$ cat src/rtl/frame_reader_if.sv
// Memory-read and pixel-delivery signal bundle for frame_reader.
// master = the reader; slave = SRAM arbiter plus colour mapper side.
interface frame_reader_if #(
  parameter int ADDR_W = 20,
  parameter int DATA_W = 16
);
  // Handshake semantics: a memory read is in flight while mem_access is low
  // (two cycles); mem_data must be valid during the second low cycle and
  // mem_addr is meaningful only while mem_access is low. pixel_req is a
  // one-cycle request pulse; one cycle later pixel_valid says whether
  // pixel_out carries a fetched word (1) or black filler (0).
  logic              mem_access;
  logic [ADDR_W-1:0] mem_addr;
  logic [DATA_W-1:0] mem_data;
  logic              pixel_req;
  logic [DATA_W-1:0] pixel_out;
  logic              pixel_valid;

  modport master (
    output mem_access,
    output mem_addr,
    input  mem_data,
    input  pixel_req,
    output pixel_out,
    output pixel_valid
  );

  modport slave (
    input  mem_access,
    input  mem_addr,
    output mem_data,
    output pixel_req,
    input  pixel_out,
    input  pixel_valid
  );
endinterface

$ cat src/rtl/frame_reader.sv
// Frame-buffer sweep reader: prefetches pixel words into a small FIFO and
// hands them to the display path. Optional macro FRAME_READER_UNDERFLOW_STATS_EN.
module frame_reader #(
  parameter int ADDR_W     = 20,
  parameter int DATA_W     = 16,
  parameter int LAST_ADDR  = 307199,
  parameter int FIFO_DEPTH = 4
) (
  input  logic         Clk,
  input  logic         Reset,
  input  logic         Run,
  input  logic         frame_sync,
  frame_reader_if.master bus,
  output logic         underflow,
  output logic         frame_done,
  output logic [15:0]  underflow_count,
  output logic [2:0]   state_dbg
);

  localparam int PTR_W = $clog2(FIFO_DEPTH);
  localparam int CNT_W = PTR_W + 1;
  localparam logic [ADDR_W-1:0] LAST    = ADDR_W'(LAST_ADDR);
  localparam logic [CNT_W-1:0]  DEPTH_C = CNT_W'(FIFO_DEPTH);

  localparam logic [2:0] ST_IDLE   = 3'd0;
  localparam logic [2:0] ST_FETCH1 = 3'd1;
  localparam logic [2:0] ST_FETCH2 = 3'd2;
  localparam logic [2:0] ST_PUSH   = 3'd3;
  localparam logic [2:0] ST_HOLD   = 3'd4;

  logic [2:0]        state, state_nxt;
  logic [ADDR_W-1:0] addr_cnt;
  logic [DATA_W-1:0] hold_reg;
  logic [DATA_W-1:0] fifo_mem [FIFO_DEPTH];
  logic [PTR_W-1:0]  wr_ptr, rd_ptr;
  logic [CNT_W-1:0]  count, count_after;
  logic              fifo_empty, do_push, do_pop, uf_event;

  always_comb begin
    fifo_empty  = (count == '0);
    // frame_sync aborts the push and makes any same-cycle request see an empty FIFO
    do_push     = (state == ST_PUSH) && !frame_sync;
    do_pop      = bus.pixel_req && !fifo_empty && !frame_sync;
    uf_event    = bus.pixel_req && (fifo_empty || frame_sync);
    count_after = count + CNT_W'(do_push) - CNT_W'(do_pop);
  end

  always_comb begin
    state_nxt = state;
    if (frame_sync) begin
      state_nxt = Run ? ST_FETCH1 : ST_IDLE;
    end else begin
      case (state)
        // a full FIFO left over from a stopped sweep waits in HOLD instead of overrunning
        ST_IDLE:   if (Run) state_nxt = (count < DEPTH_C) ? ST_FETCH1 : ST_HOLD;
        ST_FETCH1: state_nxt = ST_FETCH2;
        ST_FETCH2: state_nxt = ST_PUSH;
        ST_PUSH: begin
          if (!Run)                        state_nxt = ST_IDLE;
          else if (count_after == DEPTH_C) state_nxt = ST_HOLD;
          else                             state_nxt = ST_FETCH1;
        end
        ST_HOLD: begin
          if (!Run)                  state_nxt = ST_IDLE;
          else if (count < DEPTH_C)  state_nxt = ST_FETCH1;
        end
        default:   state_nxt = ST_IDLE;
      endcase
    end
  end

  always_ff @(posedge Clk) begin
    if (Reset) begin
      state           <= ST_IDLE;
      addr_cnt        <= '0;
      hold_reg        <= '0;
      wr_ptr          <= '0;
      rd_ptr          <= '0;
      count           <= '0;
      bus.pixel_out   <= '0;
      bus.pixel_valid <= 1'b0;
      underflow       <= 1'b0;
    end else begin
      state <= state_nxt;
      if (state == ST_FETCH2) hold_reg <= bus.mem_data;

      if (frame_sync) begin
        addr_cnt <= '0;
        wr_ptr   <= '0;
        rd_ptr   <= '0;
        count    <= '0;
      end else begin
        if (do_push) begin
          wr_ptr   <= wr_ptr + 1'b1;
          addr_cnt <= (addr_cnt == LAST) ? '0 : addr_cnt + 1'b1;
        end
        if (do_pop) rd_ptr <= rd_ptr + 1'b1;
        count <= count_after;
      end

      if (uf_event) begin
        bus.pixel_out   <= '0;
        bus.pixel_valid <= 1'b0;
        underflow       <= 1'b1;
      end else if (do_pop) begin
        bus.pixel_out   <= fifo_mem[rd_ptr];
        bus.pixel_valid <= 1'b1;
        underflow       <= 1'b0;
      end else begin
        bus.pixel_valid <= 1'b0;
        underflow       <= 1'b0;
      end
    end
  end

  always_ff @(posedge Clk) begin
    if (do_push) fifo_mem[wr_ptr] <= hold_reg;
  end

  assign bus.mem_access = !((state == ST_FETCH1) || (state == ST_FETCH2));
  assign bus.mem_addr   = addr_cnt;
  assign frame_done     = do_push && (addr_cnt == LAST) && !Reset;
  assign state_dbg      = state;

`ifdef FRAME_READER_UNDERFLOW_STATS_EN
  logic [15:0] uf_cnt;

  always_ff @(posedge Clk) begin
    if (Reset)                                uf_cnt <= '0;
    else if (uf_event && (uf_cnt != 16'hFFFF)) uf_cnt <= uf_cnt + 16'd1;
  end

  assign underflow_count = uf_cnt;
`else
  assign underflow_count = '0;
`endif

endmodule

$ cat src/flat_wrapper.sv
// flat-port wrapper written by rule: the top's interface ports become plain ports
module frame_reader_flat 
#(
  parameter int ADDR_W     = 20,
  parameter int DATA_W     = 16,
  parameter int LAST_ADDR  = 307199,
  parameter int FIFO_DEPTH = 4
)
  (Clk, Reset, Run, frame_sync, underflow, frame_done, underflow_count, state_dbg, bus_mem_access, bus_mem_addr, bus_mem_data, bus_pixel_req, bus_pixel_out, bus_pixel_valid);
  frame_reader_if #(.ADDR_W(ADDR_W), .DATA_W(DATA_W)) bus_i ();
  input  logic Clk;
  input  logic Reset;
  input  logic Run;
  input  logic frame_sync;
  output logic underflow;
  output logic frame_done;
  output logic [15:0] underflow_count;
  output logic [2:0] state_dbg;
  output wire logic [$bits(bus_i.mem_access)-1:0] bus_mem_access;
  output wire logic [$bits(bus_i.mem_addr)-1:0] bus_mem_addr;
  input wire logic [$bits(bus_i.mem_data)-1:0] bus_mem_data;
  input wire logic [$bits(bus_i.pixel_req)-1:0] bus_pixel_req;
  output wire logic [$bits(bus_i.pixel_out)-1:0] bus_pixel_out;
  output wire logic [$bits(bus_i.pixel_valid)-1:0] bus_pixel_valid;
  assign bus_mem_access = bus_i.mem_access;
  assign bus_mem_addr = bus_i.mem_addr;
  assign bus_i.mem_data = bus_mem_data;
  assign bus_i.pixel_req = bus_pixel_req;
  assign bus_pixel_out = bus_i.pixel_out;
  assign bus_pixel_valid = bus_i.pixel_valid;
  frame_reader #(.ADDR_W(ADDR_W), .DATA_W(DATA_W), .LAST_ADDR(LAST_ADDR), .FIFO_DEPTH(FIFO_DEPTH)) u_core (.Clk(Clk), .Reset(Reset), .Run(Run), .frame_sync(frame_sync), .bus(bus_i), .underflow(underflow), .frame_done(frame_done), .underflow_count(underflow_count), .state_dbg(state_dbg));
endmodule
$ cat config.mk
export PLATFORM = sky130hd
export DESIGN_NAME = frame_reader_flat
export DESIGN_NICKNAME = d
export VERILOG_FILES = /design/src/rtl/frame_reader_if.sv /design/src/rtl/frame_reader.sv /design/src/flat_wrapper.sv
export SDC_FILE = /design/constraint.sdc
export NUM_CORES = 1
export LEC_CHECK = 0
export CORE_AREA = 2 2 134 136
export CTS_BUF_LIST = sky130_fd_sc_hd__clkbuf_2
export CTS_CLUSTER_DIAMETER = 50
export CTS_CLUSTER_SIZE = 12
export DETAILED_ROUTE_END_ITERATION = 16
export DIE_AREA = 0 0 136 138
export SETUP_SLACK_MARGIN = 0.02
export SLEW_MARGIN = 20
export SYNTH_ARGS = -nofsm -noshare
export SYNTH_HDL_FRONTEND = slang
export SYNTH_SLANG_ARGS = --single-unit
$ cat constraint.sdc
create_clock -name Clk -period 3.9 [get_ports Clk]
set_clock_uncertainty 0.05 [all_clocks]
set_input_delay 0.39 -clock Clk [delete_from_list [all_inputs] [get_ports Clk]]
set_output_delay 0.39 -clock Clk [all_outputs]
set_load 0.1 [all_outputs]
==> out/metrics.yaml <==
run_status:
  status: "finished clean"
clocking:
  path_clk_slew_ns: 0.21
  cts_tree: "yes"
  cts.sinks: 128
  post-cts-setup-buffer-count: 0
  cts-hold-fix-buffers: 0
  cts_inserted_buffers: 17
  insertion_delay_ns: 0.65
  cts_root_buf: "clkbuf_2"
  h-tree-depth: 4
  clk_path_buf_depth: 2
  cts-resized-gates: 0
drt:
  finalWirelength_mm: 11.3
  top_layer: "met4"
  wire_per_inst_um: 15.7
  dr_wl_met2_mm: 5.35
  drtIter0Drc: 175
  drc: 0
  wl_met1_mm: 5.10
  vias_per_cell: 4.63
  num_vias: 3322
  ant_nets: 0
  wl_met3_um: 771
  dr.pass1.iters: 5
synth:
  async_flop_share_pct: 0
  netlist.area_leader.share_pct: 37.7
  yosysSeqAreaShare_pct: 62.8
  yosys_warnings: 0
  synth_cell_types: 45
  yosysTopAreaCell: "edfxtp_1"
  synth_cells: 409
  synth_edf_count: 64
  ys_ff_latch: 128
  yosys_most_used_dff: "edfxtp_1"
  synth.top_cells.by_area: "edfxtp_1, dfxtp_1, mux4_2"
  syn-cell-area_mm2: 0.00510
  avgSynthCellArea_um2: 12.5
worst_setup_path:
  r2r_end: "u_core.state_dbg[0]"
  cp-end-kind: "primary output"
  regToRegSetupSlack_ns: 1.10
  critPathLaunchType: "flip-flop"
  critical_path_arrival_ns: 2.54
  reg2reg_from: "u_core.count[1]"
  cp_max_fo: 7
  worstPathRequired_ns: 3.46
  path_class: "flip-flop to primary output"
  reg2reg_depth: 12
place:
  io_buffers: 63
  placed_area_mm2: 0.00590
  place_ws_ns: 0.811
  place_congestion: 0.800
  hpwl_mm: 6.99
power:
  leakage_nw: 2.05
  peakVddDrop_uv: 209
  cellPowerDensity_mw_per_mm2: 417
grt:
  grt_pass1_wl_mm: 18.1
  grt_pass1_vias: 3411
  grt_usage_pct: 12.5
  antenna_found_initial: 0
  gr-total-overflow: 0
  grt_max_degree: 19
sta:
  worst_pin_slew_ns: 1.01
  rsz0062_at_grt: "false"
  max-slew-margin-rel_pct: 32.4
  worst_slack_ns: 0.917
  maxSlewViolCount: 0
  setup_violations: 0
  timing_hold_violations_final: 0
  final.period_utilization_pct: 76.5
  fin_setup_tns_ns: 0
  max_freq_mhz: 335
  fin_crit_ns: 2.98
floorplanning:
  rows: 49
  core_mm2: 0.0175
  dieArea_mm2: 0.0188
  io_pins: 80
  die_h_um: 138
  die_width_um: 136
  start_util_pct: 29.1
cells_and_area:
  regMostFlops: "u_core.fifo_mem"
  nets: 504
  areaGrowthSynthToFinish_pct: 20.8
  drive_gt1_share_pct: 12.3
  final_cell_mix: "dfxtp_1, edfxtp_1, clkdlybuf4s50_1"
  num_antenna_cells: 0
  final_area_mm2: 0.00616
  largest_reg_flops: 64
job:
  cap_violations: 0
min_path:
  whs_path_depth: 3
  min-delay-path-class: "input pin to flip-flop"
  hold-path-endpoint: "u_core.hold_reg[4]"
  hold_start: "bus_mem_data[4]"
metrics by stage:
step | power, W | hold WS [ns] | instances | util [%]
floorplan | 0.00167 | 0.410 | 424 | -
global placement | 0.00172 | 0.420 | 685 | 33.7
detailed placement | 0.00172 | 0.441 | 685 | 33.7
CTS | 0.00259 | 0.155 | 717 | 35.1
global route | 0.00267 | 0.142 | 717 | 35.1
finish | 0.00257 | 0.207 | 717 | 35.1
critical path: stages, from the launching register on:
cell and delay, ns:
dfxtp_1 0.53, xor2_1 0.11, nand2_1 0.13, clkdlybuf4s50_1 1.15
worst max-delay path by stage:
stage / start / slack (ns) / end
after floorplan: u_core.bus.mem_addr[0] / 0.54 / frame_done
after global placement: frame_sync / 0.92 / u_core.state_dbg[0]
after detailed placement: frame_sync / 0.81 / u_core.state_dbg[0]
after CTS: u_core.state_dbg[0] / 0.85 / bus_mem_access
after global routing: u_core.state_dbg[1] / 0.74 / bus_mem_access
final: u_core.state_dbg[0] / 0.92 / bus_mem_access
synth_stat cells (7+ instances only):
cell type / count
inv_1: 9
mux4_2: 16
and2_1: 10
xor2_1: 12
ha_1: 7
edfxtp_1: 64
a21oi_1: 27
buf_4: 16
clkbuf_1: 12
nor2_1: 35
o22ai_1: 17
nand4_1: 10
dfxtp_1: 64
nand2_1: 44
routing by layer:
| layer | vias to the layer above | track usage (%) |
|---|---|---|
| li1 | 1598 | - |
| met1 | 1622 | 16.7 |
| met2 | 98 | 19.4 |
| met3 | 4 | 4.22 |
| met4 | 0 | 3.45 |
| met5 | - | 0 |
layout make-up:
class                      instances  area, µm²
fill                            1740      11400
clock buffer                      19       95.1
sequential                       128       3200
timing repair buffer              67        658
inverter                          10       38.8
clock inverter                    13        163
multi-input combinational        251       1720
tap                              229        287
logic make-up after synthesis:
kind of cell               synth area share (%)
xor gates and xnor gates                   2.70
other                                    0.0735
DFF                                        62.8
muxes                                      7.26
adders and majority gates                  2.11
AOI/OAI and AO/OA                          7.21
buffers and inverters                      4.76
and+or+nand+nor                            13.1
power by group:
part / switching, W / total, W / internal, W
combinational: 0.000200 / 0.000254 / 0.0000544
sequential: 0.0000140 / 0.00144 / 0.00142
clock: 0.000517 / 0.000881 / 0.000364
(Power assumes the default switching activity.)
